## src/rtl/udp_tx_framer_pkg.sv

```systemverilog
// udp_tx_framer shared definitions.
// FSM states, header constants and checksum fold helper.
package udp_tx_framer_pkg;

  typedef enum logic [2:0] {
    ST_IDLE,
    ST_CSUM,
    ST_HDR,
    ST_PAY,
    ST_PAD,
    ST_END
  } state_e;

  localparam int unsigned HDR_LEN   = 42;
  localparam int unsigned MIN_FRAME = 60;

  localparam logic [15:0] ETHERTYPE_IPV4 = 16'h0800;
  localparam logic [7:0]  IP_PROTO_UDP   = 8'h11;
  localparam logic [7:0]  IP_VER_IHL     = 8'h45;

  // Two end-around carry folds of a 20-bit partial sum.
  function automatic logic [15:0] csum_fold(input logic [19:0] s);
    logic [16:0] f1;
    logic [15:0] f2;
    f1 = {1'b0, s[15:0]} + {13'd0, s[19:16]};
    f2 = f1[15:0] + {15'd0, f1[16]};
    return f2;
  endfunction

endpackage

```

## src/rtl/udp_tx_framer_ip_hdr_checksum.sv

```systemverilog
// IPv4 header checksum, 2-cycle pipeline.
// Stage 1 sums nine words, stage 2 folds and inverts.
module ip_hdr_checksum
  import udp_tx_framer_pkg::*;
(
  input  logic         clk,
  input  logic         rst,
  input  logic [143:0] words,
  output logic [15:0]  csum
);

  logic [19:0] sum_d, sum_q;
  logic [15:0] csum_d, csum_q;

  // Wide sum of all words, then fold/invert of the registered sum.
  always_comb begin
    sum_d = '0;
    for (int i = 0; i < 9; i++) begin
      sum_d = sum_d + {4'd0, words[16*i +: 16]};
    end
    csum_d = ~csum_fold(sum_q);
  end

  // Pipeline registers.
  always_ff @(posedge clk) begin
    if (rst) begin
      sum_q  <= '0;
      csum_q <= '0;
    end else begin
      sum_q  <= sum_d;
      csum_q <= csum_d;
    end
  end

  assign csum = csum_q;

endmodule

```

## src/rtl/udp_tx_framer.sv

```systemverilog
// UDP/IPv4/Ethernet frame builder, 8-bit AXI-Stream out.
// Header, payload (zero-filled if short), pad to 60 B.
module udp_tx_framer
  import udp_tx_framer_pkg::*;
#(
  parameter int unsigned MAX_PAYLOAD = 1472,
  parameter logic [47:0] SRC_MAC     = 48'h02_00_00_00_00_00,
  parameter logic [31:0] SRC_IP      = 32'hC0A8_0132,
  parameter logic [15:0] SRC_PORT    = 16'd50000,
  parameter logic [7:0]  TTL         = 8'h40
) (
  input  logic        clk,
  input  logic        rst,
  input  logic        cmd_valid,
  output logic        cmd_ready,
  input  logic [15:0] cmd_len,
  input  logic [47:0] cmd_dst_mac,
  input  logic [31:0] cmd_dst_ip,
  input  logic [15:0] cmd_dst_port,
  input  logic [7:0]  s_axis_tdata,
  input  logic        s_axis_tvalid,
  input  logic        s_axis_tlast,
  output logic        s_axis_tready,
  output logic [7:0]  m_axis_tdata,
  output logic        m_axis_tvalid,
  output logic        m_axis_tlast,
  input  logic        m_axis_tready,
  output logic        err_short,
  output logic        err_long
);

  localparam logic [15:0] MAX_LEN     = 16'(MAX_PAYLOAD);
  localparam logic [10:0] HDR_LEN_W   = 11'(HDR_LEN);
  localparam logic [10:0] MIN_FRAME_W = 11'(MIN_FRAME);
  localparam logic [15:0] PAD_LIMIT   = 16'(MIN_FRAME - HDR_LEN);

  state_e      state_d, state_q;
  logic [10:0] idx_d, idx_q;
  logic [15:0] rem_d, rem_q;
  logic [15:0] id_d, id_q;
  logic [15:0] len_d, len_q;
  logic [10:0] flen_d, flen_q;
  logic [47:0] mac_d, mac_q;
  logic [31:0] dip_d, dip_q;
  logic [15:0] dport_d, dport_q;
  logic        ccnt_d, ccnt_q;
  logic        zfill_d, zfill_q;
  logic        drain_d, drain_q;
  logic [7:0]  tdata_d, tdata_q;
  logic        tvalid_d, tvalid_q;
  logic        tlast_d, tlast_q;
  logic        eshort_d, eshort_q;
  logic        elong_d, elong_q;

  logic        load;
  logic        s_ready;
  logic        pay_done;
  logic        clamp;
  logic [15:0] l_new;
  logic [15:0] ip_len;
  logic [15:0] udp_len;
  logic [15:0] csum;
  logic [335:0] hdr;
  logic [7:0]  hdr_byte;

  assign load    = !tvalid_q || m_axis_tready;
  assign clamp   = cmd_len > MAX_LEN;
  assign l_new   = clamp ? MAX_LEN : cmd_len;
  assign ip_len  = len_q + 16'd28;
  assign udp_len = len_q + 16'd8;

  ip_hdr_checksum u_csum (
    .clk   (clk),
    .rst   (rst),
    .words ({{IP_VER_IHL, 8'h00}, ip_len, id_q, 16'h0000,
             {TTL, IP_PROTO_UDP}, SRC_IP[31:16], SRC_IP[15:0],
             dip_q[31:16], dip_q[15:0]}),
    .csum  (csum)
  );

  assign hdr = {mac_q, SRC_MAC, ETHERTYPE_IPV4,
                IP_VER_IHL, 8'h00, ip_len, id_q, 16'h0000,
                TTL, IP_PROTO_UDP, csum, SRC_IP, dip_q,
                SRC_PORT, dport_q, udp_len, 16'h0000};

  // Select the header byte at the current frame index.
  always_comb begin
    hdr_byte = 8'h00;
    for (int i = 0; i < 42; i++) begin
      if (idx_q[5:0] == 6'(i)) hdr_byte = hdr[335-8*i -: 8];
    end
  end

  // Frame sequencing, output byte load and payload handshake.
  always_comb begin
    state_d  = state_q;
    idx_d    = idx_q;
    rem_d    = rem_q;
    id_d     = id_q;
    len_d    = len_q;
    flen_d   = flen_q;
    mac_d    = mac_q;
    dip_d    = dip_q;
    dport_d  = dport_q;
    ccnt_d   = ccnt_q;
    zfill_d  = zfill_q;
    drain_d  = drain_q;
    tdata_d  = tdata_q;
    tvalid_d = tvalid_q;
    tlast_d  = tlast_q;
    eshort_d = 1'b0;
    elong_d  = 1'b0;
    s_ready  = 1'b0;
    pay_done = 1'b0;

    if (load) begin
      tvalid_d = 1'b0;
      tlast_d  = 1'b0;
    end

    if (drain_q) begin
      s_ready = 1'b1;
      if (s_axis_tvalid && s_axis_tlast) drain_d = 1'b0;
    end

    unique case (state_q)
      ST_IDLE: begin
        if (cmd_valid) begin
          len_d   = l_new;
          flen_d  = (l_new < PAD_LIMIT) ? MIN_FRAME_W
                                        : l_new[10:0] + HDR_LEN_W;
          mac_d   = cmd_dst_mac;
          dip_d   = cmd_dst_ip;
          dport_d = cmd_dst_port;
          elong_d = clamp;
          ccnt_d  = 1'b0;
          state_d = ST_CSUM;
        end
      end
      ST_CSUM: begin
        ccnt_d = 1'b1;
        if (ccnt_q) begin
          idx_d   = '0;
          state_d = ST_HDR;
        end
      end
      ST_HDR: begin
        if (load) begin
          tdata_d  = hdr_byte;
          tvalid_d = 1'b1;
          idx_d    = idx_q + 11'd1;
          if (idx_q == HDR_LEN_W - 11'd1) begin
            rem_d   = len_q;
            zfill_d = 1'b0;
            state_d = (len_q == 16'd0) ? ST_PAD : ST_PAY;
          end
        end
      end
      ST_PAY: begin
        if (zfill_q) begin
          if (load) begin
            tdata_d  = 8'h00;
            tvalid_d = 1'b1;
            idx_d    = idx_q + 11'd1;
            rem_d    = rem_q - 16'd1;
            pay_done = rem_q == 16'd1;
          end
        end else begin
          s_ready = load;
          if (load && s_axis_tvalid) begin
            tdata_d  = s_axis_tdata;
            tvalid_d = 1'b1;
            idx_d    = idx_q + 11'd1;
            rem_d    = rem_q - 16'd1;
            if (rem_q == 16'd1) begin
              pay_done = 1'b1;
              if (!s_axis_tlast) begin
                elong_d = 1'b1;
                drain_d = 1'b1;
              end
            end else if (s_axis_tlast) begin
              eshort_d = 1'b1;
              zfill_d  = 1'b1;
            end
          end
        end
        if (pay_done) begin
          zfill_d = 1'b0;
          if (idx_q == flen_q - 11'd1) begin
            tlast_d = 1'b1;
            state_d = ST_END;
          end else begin
            state_d = ST_PAD;
          end
        end
      end
      ST_PAD: begin
        if (load) begin
          tdata_d  = 8'h00;
          tvalid_d = 1'b1;
          idx_d    = idx_q + 11'd1;
          if (idx_q == flen_q - 11'd1) begin
            tlast_d = 1'b1;
            state_d = ST_END;
          end
        end
      end
      ST_END: begin
        if (load && !drain_q) begin
          id_d    = id_q + 16'd1;
          state_d = ST_IDLE;
        end
      end
      default: state_d = ST_IDLE;
    endcase
  end

  // State and datapath registers.
  always_ff @(posedge clk) begin
    if (rst) begin
      state_q  <= ST_IDLE;
      idx_q    <= '0;
      rem_q    <= '0;
      id_q     <= '0;
      len_q    <= '0;
      flen_q   <= '0;
      mac_q    <= '0;
      dip_q    <= '0;
      dport_q  <= '0;
      ccnt_q   <= 1'b0;
      zfill_q  <= 1'b0;
      drain_q  <= 1'b0;
      tdata_q  <= '0;
      tvalid_q <= 1'b0;
      tlast_q  <= 1'b0;
      eshort_q <= 1'b0;
      elong_q  <= 1'b0;
    end else begin
      state_q  <= state_d;
      idx_q    <= idx_d;
      rem_q    <= rem_d;
      id_q     <= id_d;
      len_q    <= len_d;
      flen_q   <= flen_d;
      mac_q    <= mac_d;
      dip_q    <= dip_d;
      dport_q  <= dport_d;
      ccnt_q   <= ccnt_d;
      zfill_q  <= zfill_d;
      drain_q  <= drain_d;
      tdata_q  <= tdata_d;
      tvalid_q <= tvalid_d;
      tlast_q  <= tlast_d;
      eshort_q <= eshort_d;
      elong_q  <= elong_d;
    end
  end

  assign cmd_ready     = state_q == ST_IDLE;
  assign s_axis_tready = s_ready;
  assign m_axis_tdata  = tdata_q;
  assign m_axis_tvalid = tvalid_q;
  assign m_axis_tlast  = tlast_q;
  assign err_short     = eshort_q;
  assign err_long      = elong_q;

endmodule

```

## config.mk

```make
export PLATFORM = sky130hd
export DESIGN_NAME = udp_tx_framer
export DESIGN_NICKNAME = d
export VERILOG_FILES = /design/src/rtl/udp_tx_framer_pkg.sv /design/src/rtl/udp_tx_framer_ip_hdr_checksum.sv /design/src/rtl/udp_tx_framer.sv
export SDC_FILE = /design/constraint.sdc
export NUM_CORES = 1
export LEC_CHECK = 0
export ABC_AREA = 1
export BUFFER_PORTS_ARGS = -buffer_cell sky130_fd_sc_hd__buf_2
export CAP_MARGIN = 20
export CORE_MARGIN = 2
export CORE_UTILIZATION = 60
export DETAILED_ROUTE_END_ITERATION = 10
export GPL_TIMING_DRIVEN = 1
export PLACE_DENSITY = 0.86
export SLEW_MARGIN = 40
export SYNTH_ARGS = -nofsm -noshare
export SYNTH_HDL_FRONTEND = slang
export SYNTH_SLANG_ARGS = --single-unit
```

## constraint.sdc

```tcl
create_clock -name clk -period 11.3 [get_ports clk]
set_input_delay 1.13 -clock clk [delete_from_list [all_inputs] [get_ports clk]]
set_output_delay 1.13 -clock clk [all_outputs]
set_load 0.05 [all_outputs]
```

# == Word level (Yosys, flattened, before mapping) ==
# Cells that the tools add are included.
# op_classes
n_lt_le_gt_ge,2
add_sub_neg,16
reduce_logical,23
n_bitwise,2
mux,112
eq_ne,59
# op_table
cell,n
two-way mux 8 bit,46
"== test 6 x 5 -> 1 bit, second input constant",16
two-way mux 16 bit,6
"== test 6 bit, second input constant",10
two-way mux 11 bit,5
"== test 6 x 4 -> 1 bit, second input constant",8
"adder 20 x 15 -> 20 bit, second input constant",2
adder 20 x 16 -> 20 bit,2
two-way mux 1 bit,37
case mux 11 bit (3 select lines),1
case mux 16 bit (2 select lines),1
two-way mux 3 bit,9
"== test 6 x 3 -> 1 bit, second input constant",4
case mux 8 bit (3 select lines),1
"adder 20 x 16 -> 20 bit, second input constant",1
"adder 20 x 9 -> 20 bit, second input constant",1
case mux 3 bit (6 select lines),1
adder 16 x 16 -> 17 bit,1
adder 16 x 4 -> 17 bit,1
adder 16 x 1 -> 16 bit,1
"adder 16 x 1 -> 16 bit, second input constant",1
"adder 16 x 4 -> 16 bit, second input constant",1
"adder 16 x 5 -> 16 bit, second input constant",1
"== test 16 x 1 -> 1 bit, second input constant",1
32 further kinds,56
# totals
wordCells,233
register_bits,220

# == Logic depth before layout (Yosys ltp) ==
# logic_depth
ltp_word,45
depth_mapped,36
depth_no_buf,36

# == Hierarchy ==
# A second synthesis with hierarchy kept.
# hier_totals
hier_cells,2381
hier_area_um2,16251.8
# by_module_without_submodules
mod,seq_area_each_um2,area_per_inst_um2,n_inst,cells_per_inst
udp_tx_framer,3683.5,10754.1,1,1702
ip_hdr_checksum,720.7,5497.8,1,679

# == Worst setup path after synthesis ==
# OpenSTA, ideal clock, no wires.
# synth_path
path_type,register -> register
start,reg dip_q[0]
end,reg u_csum.sum_q[17]
t_required_ns,11.181
setup_time_ns,0.119
synth_period_minus_slack_ns,4.292
t_arrival_ns,4.173
path_slack_ns,7.008
path_stages_with_launch,30
path_cell_list,dfxtp_1 ha_1 fa_1 inv_1 ha_1 inv_1 fa_1 ha_1 inv_1 fa_1 o21bai_1 a21oi_1 nor2_1 nor2_1 o21bai_1 nand2_1 nand2_1 a21oi_1 nor2_1 o21ai_0 nand2_1 a21oi_1 o21bai_1 nand3_1 a21oi_1 nor2_1 nor2_1 nor2_1 o21ai_0 a21oi_1
# synth_between
elab_chain_cells,7
# synth_lines
element,line,rtl
"start, declared",udp_tx_framer.sv:44,"logic [31:0] dip_d, dip_q;"
"start signal, assigned",udp_tx_framer.sv:246,dip_q <= dip_d;
adder 16 x 16 -> 17 bit,udp_tx_framer_ip_hdr_checksum.sv:19,"sum_d = sum_d + {4'd0, words[16*i +: 16]};"
adder 20 x 9 -> 20 bit,udp_tx_framer_ip_hdr_checksum.sv:19,
adder 20 x 16 -> 20 bit,udp_tx_framer_ip_hdr_checksum.sv:19,
adder 20 x 15 -> 20 bit,udp_tx_framer_ip_hdr_checksum.sv:19,
adder 20 x 16 -> 20 bit (2 in series),udp_tx_framer_ip_hdr_checksum.sv:19,
adder 20 x 15 -> 20 bit,udp_tx_framer_ip_hdr_checksum.sv:19,
"end signal, assigned",udp_tx_framer_ip_hdr_checksum.sv:30,sum_q <= sum_d;
"end, declared",udp_tx_framer_ip_hdr_checksum.sv:12,"logic [19:0] sum_d, sum_q;"
# Every way passes these cells.
# A chain may end at the register's enable or synchronous reset.

# == Worst setup path in the final report ==
# Same ends and word-level chain as after synthesis.

==> key figures <==
Global routing
  – Grt total ovfl: 0
  – Vias in the first global route: 13432
  – Pin count of the biggest net entering global routing: 97
  – First-pass GRT wire length: 67900 µm
  – Antenna violations before repair: 0
  – GRT Total Usage: 34.5%

Clock tree
  – Worst-path clk slew: 0.07 ns
  – # hold bufs at CTS: 0
  – Worst skew pair latency: 0.54 ns
  – PostCTS Resize Cnt: 0
  – Number of buffers created by CTS: 24
  – CTS max path bufs: 3
  – H-tree levels: 1
  – CTS tree: yes
  – Clock Tree Root: clkbuf_16
  – Clock Sinks: 219
  – Post-CTS Repair Setup Buffers: 0

Synth
  – Post-Syn Area: 14000 µm²
  – Post-Synthesis Cells: 2122
  – XOR/XNOR share of the synthesized area: 3.00%
  – Post-synthesis simple-gate area fraction: 24.2%
  – Post-synth ARST share: 0%
  – Post-synthesis mux area share: 0%
  – Avg Cell Area, Syn: 6.60 µm²
  – Syn_nets: 2335
  – Largest family of logic cells by synthesized area: simple AND/OR/NAND/NOR gates
  – Register area share after synthesis: 31.3%
  – Synth warn: 0
  – EDFF count, synth: 0
  – Top_reg_cell synth: dfxtp_1
  – Synth Area in Compound Gates: 21.7%
  – #FFs+latches synth: 219
  – Distinct cell type count after synthesis: 54
  – Adder-Cell Fraction of Synth Area: 8.73%

Pwr
  – Total Power: 3.65 mW
  – Pwr/cell area: 233 nW/µm²
  – Sequential share of power: 29.8%
  – Max VDD drop: 0.144 mV
  – P_leak: 7.03 nW
  – Sw Share: 45.2%
  – Clk network pwr share: 22.1%
  – P_sw: 1.65 mW
  – Internal power: 2.00 mW
  – Combinational share of power: 48.1%

Die
  – Die area: 24600 µm²
  – Core ar.: 22800 µm²
  – # IOs: 140
  – Die outline width: 157 µm
  – Initial Util: 61.5%
  – Die H: 157 µm
  – # rows: 55

Layout
  – Area grow syn2layout: 12.0%
  – Layout Nets: 2437
  – Commonest cells after routing, fill and taps aside: nand2_1 (449), inv_1 (326), a21oi_1 (268)
  – Flip-flop and latch area: 4380 µm²
  – Commonest non-fill, non-tap cell in the layout: nand2_1
  – Ratio of cells with drive above 1 in the final layout: 9.99%
  – Footprint of the multi-input gates: 8090 µm²
  – # fillers: 1933
  – ANT cells: 0

Worst setup path
  – Startpoint types: flip-flop
  – Required @ worst endpoint: 11.70 ns
  – Crit Path Class: reg2reg
  – Critical-path top delay cell: fa_1
  – Crit-path most repeated cell: nor2_1
  – CP Data Arrival Time: 5.29 ns
  – Nature of the critical path endpoint: flip-flop
  – CP max FO: 3
  – Worst path max stage delay: 0.51 ns

Detailed routing
  – Final WL: 42600 µm
  – Avg WL per Cell: 16.7 µm
  – Vias after detailed routing: 14629
  – DR iter-0 viols: 1494
  – Detailed Routing Iterations Pass 1: 7
  – Remaining DRCs: 0
  – Antenna viol nets, final: 0
  – Drt via density: 5.73

Placed design
  – Post-DP HPWL: 32300 µm
  – Final Wtd Congestion: 1.00
  – Port Buffers: 139

Hold path
  – Hold/Removal Path Class: reg2reg

Timing
  – Fmax: 0.204 GHz
  – Pins Over Slew Limit: 0
  – Fin crit share: 43.3%
  – Setup violations, final: 0
  – Final Hold Viols: 0
  – Slew margin rel.: 50.5%
  – Sum Neg Setup Slack: 0 ns
  – Min Clock Period, post-route: 4.90 ns
  – Least-Margin Pin Slew: 0.738 ns
  – Clk_skew: 0.0342 ns
  – RSZ-0062 raised after global routing: no

Run status
  – Status: finished, final reports clean

Flow run
  – Max cap viols: 0
-- synthesized netlist by cell type, types with 6 or more instances --
cell type | n | area share, %
nand4_1 | 23 | 1.0
nor2_1 | 187 | 5.0
o211ai_1 | 10 | 0.54
buf_2 | 6 | 0.21
a21oi_1 | 268 | 9.6
xor2_1 | 37 | 2.3
nor4_1 | 10 | 0.45
xnor2_1 | 11 | 0.69
ha_1 | 69 | 6.2
clkbuf_1 | 59 | 1.6
nand3_1 | 73 | 2.6
o22ai_1 | 9 | 0.40
o21ai_1 | 13 | 0.46
o21bai_1 | 17 | 0.91
o21ai_0 | 191 | 6.8
or2_2 | 7 | 0.31
nor3_1 | 33 | 1.2
a31oi_1 | 8 | 0.36
a211oi_1 | 8 | 0.43
dfxtp_1 | 219 | 31
nand2_1 | 450 | 12
fa_1 | 18 | 2.6
inv_1 | 327 | 8.8
-- registers in the layout, summed over array words and instances (netlist names), 16 cells and up --
signal and count:
dip_q 32, id_q 16, u_csum.csum 16, rem_q 16
mac_q 48, len_q 16, dport_q 16, u_csum.sum_q 19
-- cell families after synthesis --
kind of cell / count (synthesis)
AND/OR/NAND/NOR: 803
AO/OA/AOI/OAI: 560
buffers and inverters: 405
flip-flops: 219
adder cells (fa/ha/maj): 87
XOR/XNOR: 48
-- per-stage QoR --
step                      setup WS (ns)  instance area [µm²]  instances  hold WS [ns]  util (%)
final                              6.40                15700       2555         0.459      68.9
after floorplan                    7.01                14000       2122         0.422         -
after global routing               5.99                15700       2555         0.482      68.9
after detailed placement           6.58                14900       2511         0.448      65.3
after CTS                          6.50                15700       2555         0.460      68.8
after global placement             6.73                14900       2511         0.436      65.3
-- path summary, 6_finish.rpt --
kind                          startpoint                     endpoint  slack [ns]  cells after the start
setup reg to reg   dip_q[0]$_SDFFE_PP0P_  u_csum.sum_q[17]$_SDFF_PP0_        6.40                     29
setup / recovery   dip_q[0]$_SDFFE_PP0P_  u_csum.sum_q[17]$_SDFF_PP0_        6.40                     29
hold / removal    mac_q[36]$_SDFFE_PP0P_       mac_q[36]$_SDFFE_PP0P_        0.46                      2
hold reg to reg   mac_q[36]$_SDFFE_PP0P_       mac_q[36]$_SDFFE_PP0P_        0.46                      2
-- power groups by stage --
stage | sequential (mW) | clock [mW] | combinational [mW]
4_1_cts | 1.09 | 0.811 | 1.71
3_5_place_dp | 1.10 | 0 | 1.69
6_report | 1.09 | 0.807 | 1.76
3_3_place_gp | 1.09 | 0 | 1.64
2_1_floorplan | 1.11 | 0 | 1.24
5_1_grt | 1.11 | 0.838 | 1.97
-- worst max-delay path, delay by kind of cell, from the launching register on --
| family | cells | cell delay [ns] |
|---|---|---|
| buf+inv | 3 | 0.17 |
| flops | 1 | 0.32 |
| compound gates | 10 | 1.33 |
| simple gates | 10 | 0.86 |
| fa+ha+maj | 6 | 2.07 |
-- cell type report --
cell class | instances | share of cell area [%]
multi-input cells | 1498 | 51.6
flip-flops and latches | 219 | 27.9
inverters | 335 | 8.01
repair buffers | 146 | 4.83
clock buffers | 28 | 3.99
well taps | 313 | 2.50
clock inverters | 16 | 1.19
-- per-layer routing --
metal	track usage (%)	part of all wire, %	wire [µm]	up-vias
met5	0	0	0	-
met4	11.3	3.5	1490	0
met3	4.15	8.7	3700	103
met2	56.2	45	19200	701
met1	47.6	43	18200	6698
li1	-	-	-	7127
Note: power is estimated with default switching activity, not from simulation.
